### src/rtl/bram16_dma_pkg.sv
// Shared types and constants for the bram16_dma block-copy initiator.
package bram16_dma_pkg;

  localparam int unsigned BRAM16_WORD_W = 16;
  localparam int unsigned BRAM16_ADR_W  = 11;

  typedef enum logic [2:0] {
    ST_IDLE = 3'd0,
    ST_RD   = 3'd1,
    ST_CAP  = 3'd2,
    ST_WR   = 3'd3,
    ST_DONE = 3'd4
  } state_e;

  typedef struct packed {
    logic [BRAM16_WORD_W-1:0] src;
    logic [BRAM16_WORD_W-1:0] dst;
    logic [BRAM16_WORD_W-1:0] len;
  } dma_req_t;

endpackage

### src/rtl/bram16_dma.sv
// Forward block copy over a 16-bit synchronous-read RAM port (RD/CAP/WR per word).
// Optional fill mode (fill, fill_val ports) is enabled by defining BRAM16_DMA_FILL_EN.
module bram16_dma
  import bram16_dma_pkg::*;
(
  input  logic                     sys_clk,
  input  logic                     sys_rst,
  input  logic                     start,
  input  logic [BRAM16_WORD_W-1:0] src,
  input  logic [BRAM16_WORD_W-1:0] dst,
  input  logic [BRAM16_WORD_W-1:0] len,
`ifdef BRAM16_DMA_FILL_EN
  input  logic                     fill,
  input  logic [BRAM16_WORD_W-1:0] fill_val,
`endif
  output logic                     busy,
  output logic                     done,
  output logic [BRAM16_WORD_W-1:0] a,
  output logic [BRAM16_WORD_W-1:0] dout,
  output logic                     we,
  input  logic [BRAM16_WORD_W-1:0] di
);

  localparam int unsigned W = BRAM16_WORD_W;

  state_e         state_q, state_d;
  dma_req_t       req_q, req_d;
  logic [W-1:0]   cnt_q, cnt_d;
  logic [W-1:0]   data_q, data_d;
  logic [W-1:0]   wr_val_d;
  logic [W-1:0]   a_q, a_d;
  logic [W-1:0]   dout_q, dout_d;
  logic           we_q, we_d;
  logic           busy_q, busy_d;
  logic           done_q, done_d;
`ifdef BRAM16_DMA_FILL_EN
  logic           fill_q, fill_d;
  logic [W-1:0]   fill_val_q, fill_val_d;
`endif

  // Next-state and datapath updates.
  always_comb begin
    state_d = state_q;
    req_d   = req_q;
    cnt_d   = cnt_q;
    data_d  = data_q;
`ifdef BRAM16_DMA_FILL_EN
    fill_d     = fill_q;
    fill_val_d = fill_val_q;
`endif
    unique case (state_q)
      ST_IDLE: begin
        if (start) begin
          req_d = '{src: src, dst: dst, len: len};
          cnt_d = '0;
`ifdef BRAM16_DMA_FILL_EN
          fill_d     = fill;
          fill_val_d = fill_val;
          if (len == '0)  state_d = ST_DONE;
          else if (fill)  state_d = ST_WR;
          else            state_d = ST_RD;
`else
          state_d = (len == '0) ? ST_DONE : ST_RD;
`endif
        end
      end
      ST_RD:  state_d = ST_CAP;
      ST_CAP: begin
        data_d  = di;
        state_d = ST_WR;
      end
      ST_WR: begin
        cnt_d = cnt_q + W'(1);
`ifdef BRAM16_DMA_FILL_EN
        if (cnt_d == req_q.len) state_d = ST_DONE;
        else if (fill_q)        state_d = ST_WR;
        else                    state_d = ST_RD;
`else
        state_d = (cnt_d == req_q.len) ? ST_DONE : ST_RD;
`endif
      end
      ST_DONE: state_d = ST_IDLE;
      default: state_d = ST_IDLE;
    endcase
  end

`ifdef BRAM16_DMA_FILL_EN
  assign wr_val_d = fill_d ? fill_val_d : data_d;
`else
  assign wr_val_d = data_d;
`endif

  // Outputs are decoded from the next registered state so they line up with it.
  always_comb begin
    a_d    = '0;
    dout_d = '0;
    we_d   = 1'b0;
    busy_d = 1'b0;
    done_d = 1'b0;
    unique case (state_d)
      ST_RD, ST_CAP: begin
        a_d    = req_d.src + cnt_d;
        busy_d = 1'b1;
      end
      ST_WR: begin
        a_d    = req_d.dst + cnt_d;
        dout_d = wr_val_d;
        we_d   = 1'b1;
        busy_d = 1'b1;
      end
      ST_DONE: done_d = 1'b1;
      default: ;
    endcase
  end

  always_ff @(posedge sys_clk) begin
    if (sys_rst) begin
      state_q <= ST_IDLE;
      req_q   <= '0;
      cnt_q   <= '0;
      data_q  <= '0;
      a_q     <= '0;
      dout_q  <= '0;
      we_q    <= 1'b0;
      busy_q  <= 1'b0;
      done_q  <= 1'b0;
`ifdef BRAM16_DMA_FILL_EN
      fill_q     <= 1'b0;
      fill_val_q <= '0;
`endif
    end else begin
      state_q <= state_d;
      req_q   <= req_d;
      cnt_q   <= cnt_d;
      data_q  <= data_d;
      a_q     <= a_d;
      dout_q  <= dout_d;
      we_q    <= we_d;
      busy_q  <= busy_d;
      done_q  <= done_d;
`ifdef BRAM16_DMA_FILL_EN
      fill_q     <= fill_d;
      fill_val_q <= fill_val_d;
`endif
    end
  end

  assign a    = a_q;
  assign dout = dout_q;
  assign we   = we_q;
  assign busy = busy_q;
  assign done = done_q;

endmodule
### config.mk
export PLATFORM = sky130hd
export DESIGN_NAME = bram16_dma
export DESIGN_NICKNAME = d
export VERILOG_FILES = /design/src/rtl/bram16_dma_pkg.sv /design/src/rtl/bram16_dma.sv
export SDC_FILE = /design/constraint.sdc
export NUM_CORES = 1
export LEC_CHECK = 0
export CAP_MARGIN = 20
export CORE_UTILIZATION = 55
export DETAILED_ROUTE_END_ITERATION = 10
export GPL_TIMING_DRIVEN = 1
export PLACE_DENSITY = 0.95
export SLEW_MARGIN = 20
export SYNTH_ARGS = -nofsm -noshare
export SYNTH_HDL_FRONTEND = slang
export SYNTH_SLANG_ARGS = --single-unit
### constraint.sdc
create_clock -name sys_clk -period 5.72 [get_ports sys_clk]
set_input_delay 0.572 -clock sys_clk [delete_from_list [all_inputs] [get_ports sys_clk]]
set_output_delay 0.572 -clock sys_clk [all_outputs]
set_load 0.02 [all_outputs]
After elaboration in Yosys (flattened, before gate mapping)
Cells that the tools add are included.
- add/subtract/negate cells: 3
- reductions and logical operators: 6
- bitwise gates (word level): 1
- mux-type cells: 13
- eq/ne operators: 8
- operator list (cell ; count):
    $mux 48 ; 2
    $pmux 16 s2 ; 2
    $add 16x16->16 ; 2
    $mux 16 ; 2
    $add 16x1->16 const B ; 1
    $eq 16x16->1 ; 1
    $logic_not 16->1 ; 1
    $eq 3x2->1 const B ; 4
    $pmux 3 s4 ; 1
    $mux 3 ; 3
    $eq 3x1->1 const B ; 2
    $reduce_or 2->1 ; 2
    $eq 3x3->1 const B ; 1
    $logic_not 3->1 ; 1
    $mux 1 ; 3
    $reduce_or 3->1 ; 1
    $reduce_and 2->1 ; 1
    $not 1->1 ; 1
- output and inout port bits: 35
- flip-flop bits (word level): 118
- input bits: 67

Longest topological paths before layout
Gate-level depths: netlist of run 1.
- depth in word-level cells: 7
- gate-level depth with buffers: 16
- mapped depth without buffers: 14

Worst setup path after synthesis of run 1
OpenSTA, ideal clock, no wires.
- path type: input to register
- from: input port start
- to: register a_q[14] (netlist: a[14])
- data required time: 5.650 ns
- arrival time: 3.877 ns
- stages: 13
- library setup time: 0.070 ns
- setup slack: 1.773 ns
- cells stage by stage: nor4b_1 clkbuf_1 mux2i_1 a21oi_1 ha_1 fa_1 a211oi_1 o21ai_0 a311oi_1 o21bai_1 a21o_1 mux2_2 a21oi_1
- cells in the longest elaborated chain, start to end: 5
- RTL lines (what ; RTL line ; source):
    start: declaration ; bram16_dma.sv:8 ; input logic start,
    parallel branches: the longest is 4 deep, another holds $add 16x16->16 ; -- ;
    $pmux 16 s2 * ; bram16_dma.sv:100 ; unique case (state_d)
    end signal: assignment ; bram16_dma.sv:122 ; a_q <= '0;
    end signal: assignment ; bram16_dma.sv:136 ; a_q <= a_d;
    end: declaration ; bram16_dma.sv:31 ; logic [W-1:0] a_q, a_d;
Every way passes the cells marked *.
A chain may end at the register's enable or synchronous reset.

Final worst setup path of run 1
Same ends and word-level chain as after synthesis.

==> qor.yml, run 1 <==
critical_path:
  endpoint: "a[14]"
  r2r-start: "state_q[0]"
  criticalPathCategory: "input pin to register"
  crit_chain: "clkdlybuf4s50_1, nor4b_2, buf_4, mux2i_1, a21oi_1, ha_1, fa_1, a211oi_1, o21ai_0, a311oi_1, o21bai_1, a21o_1, mux2_2, a21oi_1"
  cp_common_cell: "a21oi_1"
  cp_top_family: "compound AO/OA/AOI/OAI gates"
  crit_fanout: 49
  regToRegSetupSlack_ns: 1.66
  slowest_stage: "buf_4"
  arrival_ns: 4.51
  reg2reg_to: "a[15]"
  cp-start-kind: "input pin"
  cp.depth: 14
  critPathMaxStageDelay_ns: 0.53
  endpoint_kind: "register"
  crit_start: "start"
  worstPathRequired_ns: 6.03
  r2r.worst_path.cells: 13
  critical_path_buf_inv_count: 2
timing:
  period_needed_ns: 4.20
  slew_violations: 0
  fin_skew_ns: 0.0117
  hold_viol_final: 0
  max_freq_mhz: 238
  finalSetupTns_ns: 0
  setup_violations: 0
  tightest_slew_ns: 0.934
  rsz0062_at_grt: "no"
  relSlewSlack: 0.376
  finalWorstSetupSlack_ns: 1.52
  holdWs_ns: 0.468
  period_share: 0.734
power:
  combPwrFrac: 0.308
  power_density_nw_per_um2: 300
  p_switching_w: 0.000632
  p_seq_frac: 0.438
  irDropWorstVdd_mv: 0.213
  p_sw_frac: 0.340
  internal_power_w: 0.00122
  p_leak_nw: 2.36
  clockPowerShare: 0.254
detailed_routing:
  drt-wirelength-per-cell_um: 16.0
  vias: 4683
  drt_wl_total_um: 12800
  drtIter0Drc: 314
  routed_via_density: 5.87
  drt-pass1-iter-count: 5
  antenna_left: 0
  post-route-drc-count: 0
logic_synthesis:
  yosys.area.top_type: "dfxtp_1"
  yosys.area_share.xor_xnor: 0.0583
  syn_area_per_cell_um2: 8.18
  synth_compound_area_frac: 0.151
  synth_top_family_by_area: "simple AND/OR/NAND/NOR gates"
  async_reset_ff_frac: 0
  netlist_instances: 606
  synth_edf_count: 0
  synth_fa_ha_area_frac: 0.0444
  synth_area_um2: 4960
  yosys.area_share.simple: 0.260
  synth.area.top_cells: "dfxtp_1 (41%), nand2_1 (7.6%), a21oi_1 (6.1%), nor2_1 (5.1%), xnor2_1 (4.4%)"
  synthesis.nets: 690
  synth-seq-cells: 102
  synth_ff_type: "dfxtp_1"
  synth.distinct_cells: 52
  synth_top_area_frac: 0.412
  synthMuxAreaShare: 0.0389
  synth_commonest_cells: "dfxtp_1 (102), nand2_1 (101), nor2_1 (68)"
  ys_warn_count: 0
  seq_area_frac_synth: 0.412
  yosysMostFrequentCell: "dfxtp_1"
final_layout:
  area_growth_pct: 24.9
  antennaDiodeCount: 0
  drive_above_1_share: 0.0536
  seq_area_um2: 2040
  fin_nets: 769
  multi_input_area_um2: 2740
  nFillCells: 579
placed_design:
  port_buffers: 101
  place_congestion: 0.911
  post-dp-hpwl_um: 9340
  post-place-ws_ns: 1.16
cts:
  cts-resized-gates: 0
  clock-root-buffer: "clkbuf_8"
  post_cts_buffers: 0
  ctsHtreeMaxLevel: 3
  insertion_delay_ns: 0.38
  cts_tree: "yes"
  clockBufferDepth: 2
  cts_sinks: 102
  path_clk_slew_ns: 0.10
  cts-buffers-inserted: 9
  cts_hold_buf: 0
global_route:
  grt_antenna_before_repair: 0
  use_met2: 0.450
  grt_pass1_vias: 4542
  grt_remaining_overflow: 0
  busiest_layer: "met2"
  use_met3: 0.0802
  met1_usage: 0.318
  grt_usage: 0.270
  grt_pass1_wl_um: 20700
  grt_max_degree: 87
floorplanning:
  fp-row-count: 34
  die_area_um2: 9400
  fp.coreArea_um2: 8720
  dieWidth_um: 97.0
  pin_count: 102
  start_util: 0.569
  die_y_um: 97.0
hold_path:
  hp-class: "register to register"
outcome:
  run_status: "complete, no violations"
job:
  cap_viol_max_count: 0
worst min-delay path: stages, from the launching register on:
cell and delay [ns]:
dfxtp_1 0.32, nand2_1 0.05, a21oi_1 0.05
power by group through the flow:
| stage | Sequential, W | Combinational (W) | Clock (W) |
|---|---|---|---|
| after floorplan | 0.000850 | 0.000343 | 0 |
| after global placement | 0.000825 | 0.000530 | 0 |
| after detailed placement | 0.000828 | 0.000553 | 0 |
| after CTS | 0.000812 | 0.000560 | 0.000471 |
| after global routing | 0.000820 | 0.000624 | 0.000506 |
| final | 0.000813 | 0.000572 | 0.000471 |
layout make-up:
type	instances	area share
repair buffers	105	0.168
multi-input cells	460	0.443
flip-flops and latches	102	0.330
clock inverters	7	0.0131
clock buffers	9	0.0200
well taps	108	0.0218
inverters	7	0.00424
through the flow:
step                      utilization  total power [W]  cells  area [um2]
after global routing            0.710          0.00195    798        6190
after global placement          0.685          0.00135    781        5970
after CTS                       0.709          0.00184    797        6180
final                           0.710          0.00186    798        6190
after detailed placement        0.685          0.00138    781        5970
after floorplan                     -          0.00119    606        4960
state kept, by name, summed over array words and instances (netlist names):
name / count
a: 16
busy: 1
cnt_q: 16
done: 1
dout: 16
req_q: 48
state_q: 3
we: 1
placed cells by master (no fill, tap or decap), types with 4 or more instances in the layout:
cell type	n
mux2i_1	17
nor4_1	8
inv_1	6
nand3_1	8
a21oi_1	60
a31oi_1	5
ha_1	16
dfxtp_1	102
o21bai_1	4
a21o_1	4
xor2_1	8
or3_1	5
nor2b_1	18
nor3_1	25
xnor2_1	25
o31ai_1	6
nor2_1	68
o21ai_0	34
clkdlybuf4s50_1	100
nand2_1	101
clkbuf_8	9
nand3b_1	4
worst min path at each step:
stage                     startpoint         to  cells after the start
after floorplan            req_q[31]  req_q[31]                      2
after CTS                  req_q[22]  req_q[22]                      2
final                      req_q[22]  req_q[22]                      2
after global placement     req_q[24]  req_q[24]                      2
after global routing       req_q[26]  req_q[26]                      2
after detailed placement   req_q[22]  req_q[22]                      2
routing by layer:
layer / share of wire / wire length [um] / vias up
met4: 0.035 / 443 / 0
met1: 0.41 / 5220 / 2187
met3: 0.078 / 1000 / 49
li1: - / - / 2238
met5: 0 / 0 / -
met2: 0.48 / 6100 / 209
kinds of logic after synthesis:
logic type | Yosys count
fa+ha+maj | 17
buf+inv | 44
flops | 102
mux | 19
xor+xnor | 33
simple gates | 263
compound gates | 128
(Power assumes the default switching activity.)
==> inputs of run 2 (changes only) <==
--- a/config.mk
+++ b/config.mk
@@ -6,10 +6,10 @@
 export NUM_CORES = 1
 export LEC_CHECK = 0
 export CAP_MARGIN = 20
-export CORE_UTILIZATION = 55
+export CORE_UTILIZATION = 51
 export DETAILED_ROUTE_END_ITERATION = 10
 export GPL_TIMING_DRIVEN = 1
-export PLACE_DENSITY = 0.95
+export PLACE_DENSITY = 0.92
 export SLEW_MARGIN = 20
 export SYNTH_ARGS = -nofsm -noshare
 export SYNTH_HDL_FRONTEND = slang
==> constraint.sdc (replaced) <==
create_clock -name sys_clk -period 4.39 [get_ports sys_clk]
set_input_delay 0.439 -clock sys_clk [delete_from_list [all_inputs] [get_ports sys_clk]]
set_output_delay 0.439 -clock sys_clk [all_outputs]
set_load 0.02 [all_outputs]
==> run 2 against run 1 <==
Highest routed layer unchanged. Combinational power rose by 32%. Global-route usage shrank 1.7 points. Non-clock buffer count increased by 4. Clock power rose by 18%. Die area is 7.7% higher.
==> qor.yml, run 2 (synthesized netlist as in run 1, its figures left out) <==
power:
  irDropWorstVdd_mv: 0.223  # +4.7%
  total_power_w: 0.00237  # +28%
  combPwrFrac: 0.319  # +0.011
  p_switching_w: 0.000820  # +30%
  power_density_nw_per_um2: 380  # +27%
  p_sw_frac: 0.346  # +0.00573
  clockPowerShare: 0.235  # -0.019
  p_leak_nw: 2.38  # +0.51%
  internal_power_w: 0.00155  # +27%
  p_seq_frac: 0.446  # +0.008
final_layout:
  largest_register_ffs: 48  # unchanged
  final_common_cell: "dfxtp_1"
  antennaDiodeCount: 0  # unchanged
  drive_above_1_share: 0.0592  # +0.00554
  regMostFlops: "req_q"
  area_growth_pct: 25.7
  fin_nets: 773  # +0.52%
  final_cell_mix: "dfxtp_1 (102), nand2_1 (101), clkdlybuf4s50_1 (100)"
  nFillCells: 732  # +26%
critical_path:
  criticalPathCategory: "input pin to register"
  r2r.worst_path.cells: 12  # -1
  cp-start-kind: "input pin"
  regToRegSetupSlack_ns: 0.51  # -1.15 ns
  crit_fanout: 17  # -65%
  endpoint_kind: "register"
  worstPathRequired_ns: 4.64  # -1.39 ns
  arrival_ns: 4.14  # -0.37 ns
global_route:
  grt_remaining_overflow: 0  # unchanged
  grt_usage: 0.253  # -0.0168
  grt_max_degree: 86  # -1.1%
  grt_pass1_wl_um: 20400  # -1.2%
  grt_pass1_vias: 4472  # -1.5%
  grt_antenna_before_repair: 0  # unchanged
outcome:
  run_status: "complete, no violations"
cts:
  cts_hold_buf: 0  # unchanged
  cts-buffers-inserted: 9  # unchanged
  clockBufferDepth: 2  # unchanged
  path_clk_slew_ns: 0.11  # about the same
  insertion_delay_ns: 0.37  # about the same
  clock-root-buffer: "clkbuf_8"
  cts_tree: "yes"
  cts_sinks: 102  # unchanged
  ctsHtreeMaxLevel: 3  # unchanged
timing:
  relSlewSlack: 0.442  # +0.0657
  hold_viol_final: 0  # unchanged
  slew_violations: 0  # unchanged
  rsz0062_at_grt: "no"
  max_freq_mhz: 257
  setup_violations: 0  # unchanged
  finalWorstSetupSlack_ns: 0.504  # -1.02 ns
  finalSetupTns_ns: 0  # unchanged
  period_needed_ns: 3.89
  period_share: 0.885
  tightest_slew_ns: 0.837  # -0.0963 ns
  fin_skew_ns: 0.0101  # -0.00158 ns
placed_design:
  port_buffers: 101  # unchanged
  post-dp-hpwl_um: 9350  # +0.11%
  post-place-ws_ns: 0.145  # -1.01 ns
  place_congestion: 0.922  # +1.3%
detailed_routing:
  drt-pass1-iter-count: 5  # unchanged
  drt-wirelength-per-cell_um: 15.0  # -6.4%
  wl_met1_um: 5250  # +0.54%
  drtIter0Drc: 278  # -11%
  wl_met3_um: 641  # -36%
  dr_wl_met2_um: 6040  # -0.97%
  antenna_left: 0  # unchanged
  vias: 4610  # -1.6%
  routed_via_density: 5.61  # -4.4%
  drt_wl_total_um: 12300  # -3.5%
  routed.top_layer: "met4"
  post-route-drc-count: 0  # unchanged
floorplanning:
  fp.coreArea_um2: 9330  # +7.0%
  fp-row-count: 35  # +2.9%
  die_area_um2: 10100  # +7.7%
  die_y_um: 101  # +3.8%
  start_util: 0.532  # -0.0370
  dieWidth_um: 101  # +3.8%
  pin_count: 102  # unchanged
job:
  cap_viol_max_count: 0  # unchanged
hold_path:
  hp-class: "register to register"
  whs_path_depth: 2  # unchanged
==> run 2: cell types whose count changed in the layout (fill, tap and decap cells not counted), sizes merged <==
cell | previous run | this run
buf | 5 | 9
bufinv | 1 | 0
clkinvlp | 3 | 2
inv | 9 | 8
clkinv | 1 | 3
==> run 2: through the flow <==
| step | utilization | std cells | area [um2] | hold WS [ns] |
|---|---|---|---|---|
| after floorplan | - | 606 | 4960 | 0.433 |
| after global placement | 0.647 | 806 | 6030 | 0.442 |
| after detailed placement | 0.648 | 807 | 6050 | 0.449 |
| after CTS | 0.668 | 822 | 6230 | 0.465 |
| after global routing | 0.668 | 822 | 6230 | 0.492 |
| final | 0.668 | 822 | 6230 | 0.464 |
==> run 2: path summary, 6_finish.rpt <==
check | from | end
setup / recovery | start | a[13]
hold / removal | req_q[30] | req_q[30]
setup reg to reg | state_q[1] | a[13]
hold reg to reg | req_q[30] | req_q[30]
==> run 2: area by class of cell <==
type | instances | area (um2) | share of cell area
multi-input cells | 460 | 2750 | 0.440
well taps | 129 | 161 | 0.0259
clock inverters | 6 | 60.1 | 0.00964
inverters | 7 | 26.3 | 0.00422
clock buffers | 9 | 124 | 0.0199
repair buffers | 109 | 1070 | 0.172
flip-flops and latches | 102 | 2040 | 0.328
==> run 2: metal layers <==
layer	GRT usage	vias to the layer above
met5	0	-
met4	0.122	0
met3	0.0437	35
met2	0.426	144
met1	0.315	2185
li1	-	2246
==> run 2: repair_timing <==
action	in CTS	in global routing
resized for setup	0	1
setup endpoints to repair	0	2
setup buffers	0	0
==> run 2: critical path, cell delays in order <==
cell             delay, ns
clkdlybuf4s50_1       0.48
nor4b_2               0.28
buf_4                 0.21
buf_4                 0.23
mux2i_1               0.25
a21oi_1               0.11
ha_1                  0.37
o21ai_0               0.32
o21ai_0               0.18
a2111oi_0             0.62
nor3_1                0.16
nor3_1                0.26
xor2_1                0.18
nor2_1                0.06
==> run 2: power by group through the flow <==
stage | combinational [W] | sequential (W) | clock [W]
4_1_cts | 0.000749 | 0.00106 | 0.000563
2_1_floorplan | 0.000446 | 0.00111 | 0
3_5_place_dp | 0.000743 | 0.00108 | 0
5_1_grt | 0.000827 | 0.00107 | 0.000601
3_3_place_gp | 0.000709 | 0.00107 | 0
6_report | 0.000755 | 0.00106 | 0.000558
==> inputs of run 3 (changes only) <==
--- a/config.mk
+++ b/config.mk
@@ -6,10 +6,11 @@
 export NUM_CORES = 1
 export LEC_CHECK = 0
 export CAP_MARGIN = 20
-export CORE_UTILIZATION = 51
+export CORE_MARGIN = 1
+export CORE_UTILIZATION = 50
 export DETAILED_ROUTE_END_ITERATION = 10
 export GPL_TIMING_DRIVEN = 1
-export PLACE_DENSITY = 0.92
+export PLACE_DENSITY = 0.9
 export SLEW_MARGIN = 20
 export SYNTH_ARGS = -nofsm -noshare
 export SYNTH_HDL_FRONTEND = slang
==> run 3 against run 2 <==
Maximum frequency increased by 2.8%. Combinational power fell by 1%. Critical endpoint is now a[15]. Largest cell class unchanged. Core utilization down 0.59 points. Die area increased by 2.0%. Total power is 0.65% higher. Register-to-register slack improved by 0.12 ns.
==> qor.yml, run 3 (synthesized netlist as in run 1, its figures left out) <==
final_layout:
  fin_nets: 773  # unchanged
  final_area_um2: 6230  # about the same
  antennaDiodeCount: 0  # unchanged
  seq_area_um2: 2040  # unchanged
  multi_input_area_um2: 2750  # unchanged
  drive_above_1_share: 0.0605  # +0.00136
  nFillCells: 770  # +5.2%
  finish.utilization: 0.662  # -0.00595
  regMostFlops: "req_q"
  largest_register_ffs: 48  # unchanged
  final_cell_mix: "dfxtp_1 (102), nand2_1 (101), clkdlybuf4s50_1 (100)"
  final_common_cell: "dfxtp_1"
  area_growth_pct: 25.7  # about the same
hold_path:
  hp-start: "req_q[31]"
  hp-class: "register to register"
  whs_path_depth: 2  # unchanged
  holdPathEnd: "req_q[31]"
power:
  p_switching_w: 0.000832  # +1.4%
  irDropWorstVdd_mv: 0.179  # -20%
  p_sw_frac: 0.349  # +0.00272
  clockPowerShare: 0.245  # +0.010
  combPwrFrac: 0.313  # -0.006
  p_seq_frac: 0.442  # -0.004
  power_density_nw_per_um2: 382  # +0.61%
  p_leak_nw: 2.39  # +0.53%
  internal_power_w: 0.00155  # +0.23%
timing:
  max_freq_mhz: 264  # +2.8%
  tightest_slew_ns: 0.838  # +0.000434 ns
  period_needed_ns: 3.78  # -0.105 ns
  hold_viol_final: 0  # unchanged
  setup_violations: 0  # unchanged
  slew_violations: 0  # unchanged
  period_share: 0.861  # -0.0239
  rsz0062_at_grt: "no"
  relSlewSlack: 0.441  # about the same
  finalSetupTns_ns: 0  # unchanged
  finalWorstSetupSlack_ns: 0.608  # +0.105 ns
  holdWs_ns: 0.464  # +0.000883 ns
  fin_skew_ns: 0.0200  # +0.00990 ns
global_route:
  grt_pass1_wl_um: 20600  # +1.0%
  grt_usage: 0.254  # +0.000845
  grt_max_degree: 86  # unchanged
  grt_antenna_before_repair: 0  # unchanged
  grt_pass1_vias: 4347  # -2.8%
  grt_remaining_overflow: 0  # unchanged
cts:
  cts_tree: "yes"
  post_cts_buffers: 0  # unchanged
  clock-root-buffer: "clkbuf_8"
  path_clk_slew_ns: 0.10  # about the same
  insertion_delay_ns: 0.38  # about the same
  cts-buffers-inserted: 9  # unchanged
  cts_sinks: 102  # unchanged
  clockBufferDepth: 2  # unchanged
  ctsHtreeMaxLevel: 3  # unchanged
critical_path:
  worstPathRequired_ns: 4.69  # +0.05 ns
  critPathMaxStageDelay_ns: 0.47  # -0.15 ns
  crit_fanout: 14  # -3
  cp_top_family: "simple AND/OR/NAND/NOR gates"
  cp.depth: 14  # unchanged
  endpoint_kind: "register"
  reg2reg_to: "a[15]"
  cp-start-kind: "input pin"
  arrival_ns: 4.09  # -0.05 ns
  r2r.worst_path.cells: 11  # -1
  slowest_stage: "clkdlybuf4s50_1"
  regToRegSetupSlack_ns: 0.63  # +0.12 ns
  r2r-start: "state_q[2]"
  criticalPathCategory: "input pin to register"
  crit_chain: "clkdlybuf4s50_1, nor4b_2, buf_4, buf_4, mux2i_1, a21oi_1, ha_1, nor2_1, nor4b_1, a2111oi_0, nor3_1, nor3_1, or3_1, a21oi_1"
  critical_path_buf_inv_count: 3  # unchanged
placed_design:
  dpl-instance-area_um2: 6050  # unchanged
  post-dp-hpwl_um: 9280  # -0.69%
  port_buffers: 101  # unchanged
  place_congestion: 0.874  # -5.2%
  post-place-ws_ns: 0.245  # +0.0997 ns
detailed_routing:
  routed.top_layer: "met4"
  antenna_left: 0  # unchanged
  drt_wl_total_um: 12500  # +1.3%
  dr_wl_met2_um: 6020  # -0.28%
  vias: 4529  # -1.8%
  wl_met1_um: 5520  # +5.0%
  wl_met3_um: 763  # +19%
  routed_via_density: 5.50  # -1.9%
  drt-pass1-iter-count: 5  # unchanged
  post-route-drc-count: 0  # unchanged
  drtIter0Drc: 217  # -22%
  drt-wirelength-per-cell_um: 15.2  # +1.2%
job:
  cap_viol_max_count: 0  # unchanged
floorplanning:
  die_area_um2: 10300  # +2.0%
  fp-row-count: 35  # unchanged
  die_y_um: 102  # +0.97%
  dieWidth_um: 102  # +0.97%
  fp.coreArea_um2: 9420  # +0.94%
  pin_count: 102  # unchanged
  start_util: 0.527  # -0.00495
outcome:
  run_status: "complete, no violations"
==> run 3: layout make-up <==
type                            count  area share
Multi-Input combinational cell    460       0.440
Sequential cell                   102       0.328
Clock inverter                      7      0.0100
Clock buffer                        9      0.0199
Inverter                            7     0.00421
Timing Repair Buffer              109       0.172
Tap cell                          129      0.0259
==> run 3: through the flow <==
step                power [W]  std cells
floorplan             0.00155        606
finish                0.00238        823
global route          0.00251        823
detailed placement    0.00181        807
CTS                   0.00238        823
global placement      0.00178        806
==> run 3: per-layer routing <==
layer,track usage,vias to the layer above
li1,-,2249
met1,0.328,2105
met2,0.433,159
met3,0.0449,16
met4,0.0758,0
met5,0,-
==> run 3: what timing repair did <==
action	in CTS	in global routing
hold buffers	0	0
gates resized for setup	0	1
endpoints found under the setup margin	0	2
==> run 3: power by group through the flow <==
stage,sequential (W),combinational (W),clock (W)
floorplan,0.00111,0.000446,0
global placement,0.00107,0.000708,0
detailed placement,0.00108,0.000736,0
CTS,0.00105,0.000741,0.000587
global route,0.00106,0.000823,0.000627
finish,0.00105,0.000747,0.000583
==> run 3: worst max-delay path by stage <==
stage,startpoint,to,slack (ns)
final,start,a[15],0.61
after floorplan,state_q[1],a[14],0.55
after global placement,start,a[13],0.31
after detailed placement,start,a[13],0.25
after CTS,state_q[2],a[15],0.43
after global routing,start,a[13],0.21
==> run 3: worst reg2reg max path: stages, from the launching register on <==
cell	delay, ns
dfxtp_1	0.43
and3b_1	0.37
nor2_2	0.55
a22o_1	0.30
ha_1	0.27
a211oi_1	0.36
o21ai_0	0.19
a2111oi_0	0.57
nor3_1	0.16
nor3_1	0.25
or3_1	0.14
a21oi_1	0.06
==> variant (flow settings as in run 2) <==
Register the output `dout` once more, without a reset; this adds one clock of latency there. The other outputs are not delayed to match.
--- a/src/rtl/bram16_dma.sv
+++ b/src/rtl/bram16_dma.sv
@@ -148,3 +148,5 @@
   assign a    = a_q;
-  assign dout = dout_q;
+  always_ff @(posedge sys_clk) begin
+    dout <= dout_q;
+  end
   assign we   = we_q;
Function: changed (a bounded check fails within 4 cycles, from zero or initial values and one cycle with sys_rst high).
==> variant against run 2 <==
- power grew 42%
- routed wire length grew 8.8%
- sequential cell count grew 16
- clock power grew 150%
- final cell count grew 5.5%
- die area grew 5.3%
- design area grew 11%
- first-iteration DRC count grew 24%
- setup slack lost 0.060 ns
- synthesized area grew 5.4%
- register-to-register slack lost 0.07 ns
==> variant: results <==
export IMPL_run_status="complete, no violations"
export IMPL_grt_pass1_vias=4548
export IMPL_post_synth_mux_area_share_pct=3.30
export IMPL_clock_latency_ns=0.52
export IMPL_grt_usage_pct=26.1
export IMPL_seq_cells=118
export IMPL_synth_area_leaders="dfxtp_1 (45%), nand2_1 (8.2%), a21oi_1 (6.1%)"
export IMPL_p_comb_mw=0.764
export IMPL_placed_area_sq_mm=0.00634
export IMPL_sh_seq_area_pct=34.0
export IMPL_drtIter0Drc=345
export IMPL_gp_congestion=0.935
export IMPL_ir_worst_vdd_mv=0.264
export IMPL_synth_adder_area_share_pct=4.21
export IMPL_numCtsBuffers=17
export IMPL_seq_area_frac_synth_pct=45.2
export IMPL_synth_compound_area_share_pct=14.1
export IMPL_nonClkBufAreaFrac_pct=15.8
export IMPL_netlist_cell_type_count=54
export IMPL_clk_pin_slew_ns=0.06
export IMPL_multi_input_cells=462
export IMPL_dp_cells=835
export IMPL_cp_max_fo=7
export IMPL_grt_pass1_wl_mm=21.1
export IMPL_clkbuf_count=19
export IMPL_synth_xor_area_share_pct=5.53
export IMPL_worst_path_max_delay_cell="or4b_2"
export IMPL_clkPwrFrac_pct=41.3
export IMPL_swShare_pct=29.3
export IMPL_synth_common_cells="dfxtp_1 (118), nand2_1 (114), a21oi_1 (64)"
export IMPL_clock_cell_area_share_pct=8.70
export IMPL_avgSynthCellArea_sq_um=8.34
export IMPL_p_leak_nw=2.71
export IMPL_cts_htree_levels=4
export IMPL_seq_area_sq_mm=0.00236
export IMPL_n_all_inverters=9
export IMPL_fillers=700
export IMPL_nets=805
export IMPL_vias_per_cell=5.60
export IMPL_postSynthCellCount=627
export IMPL_nNonClkBuffers=113
export IMPL_drive_gt1_share_pct=7.90
export IMPL_postRouteWirelength_mm=13.4
export IMPL_synth_nets=711
-- variant: changes by cell type in the layout (fill, tap and decap cells not counted), moves of 4 or more --
cell | run 2 | this run
clkbuf_8 | 9 | 2
o31ai_1 | 6 | 2
a21oi_1 | 60 | 64
nand2_1 | 101 | 114
clkbuf_16 | 0 | 16
buf_4 | 7 | 12
or3_1 | 5 | 1
nor2_1 | 67 | 62
dfxtp_1 | 102 | 118
xor2_1 | 8 | 14
xnor2_1 | 25 | 19
clkinv_4 | 2 | 6
-- variant: final timing paths --
path	startpoint	end	slack [ns]	cells past startpoint
setup reg to reg	state_q[2]	a[15]	0.44	14
setup / recovery	state_q[2]	a[15]	0.44	14
hold reg to reg	dout_q[3]	dout[3]	0.32	0
hold / removal	dout_q[3]	dout[3]	0.32	0
-- variant: layer usage --
metal	track usage, %	wire (um)	up-vias
met5	0	0	-
met4	12.7	414	0
met1	30.5	5440	2239
met3	5.04	893	40
met2	46.1	6660	232
li1	-	-	2343
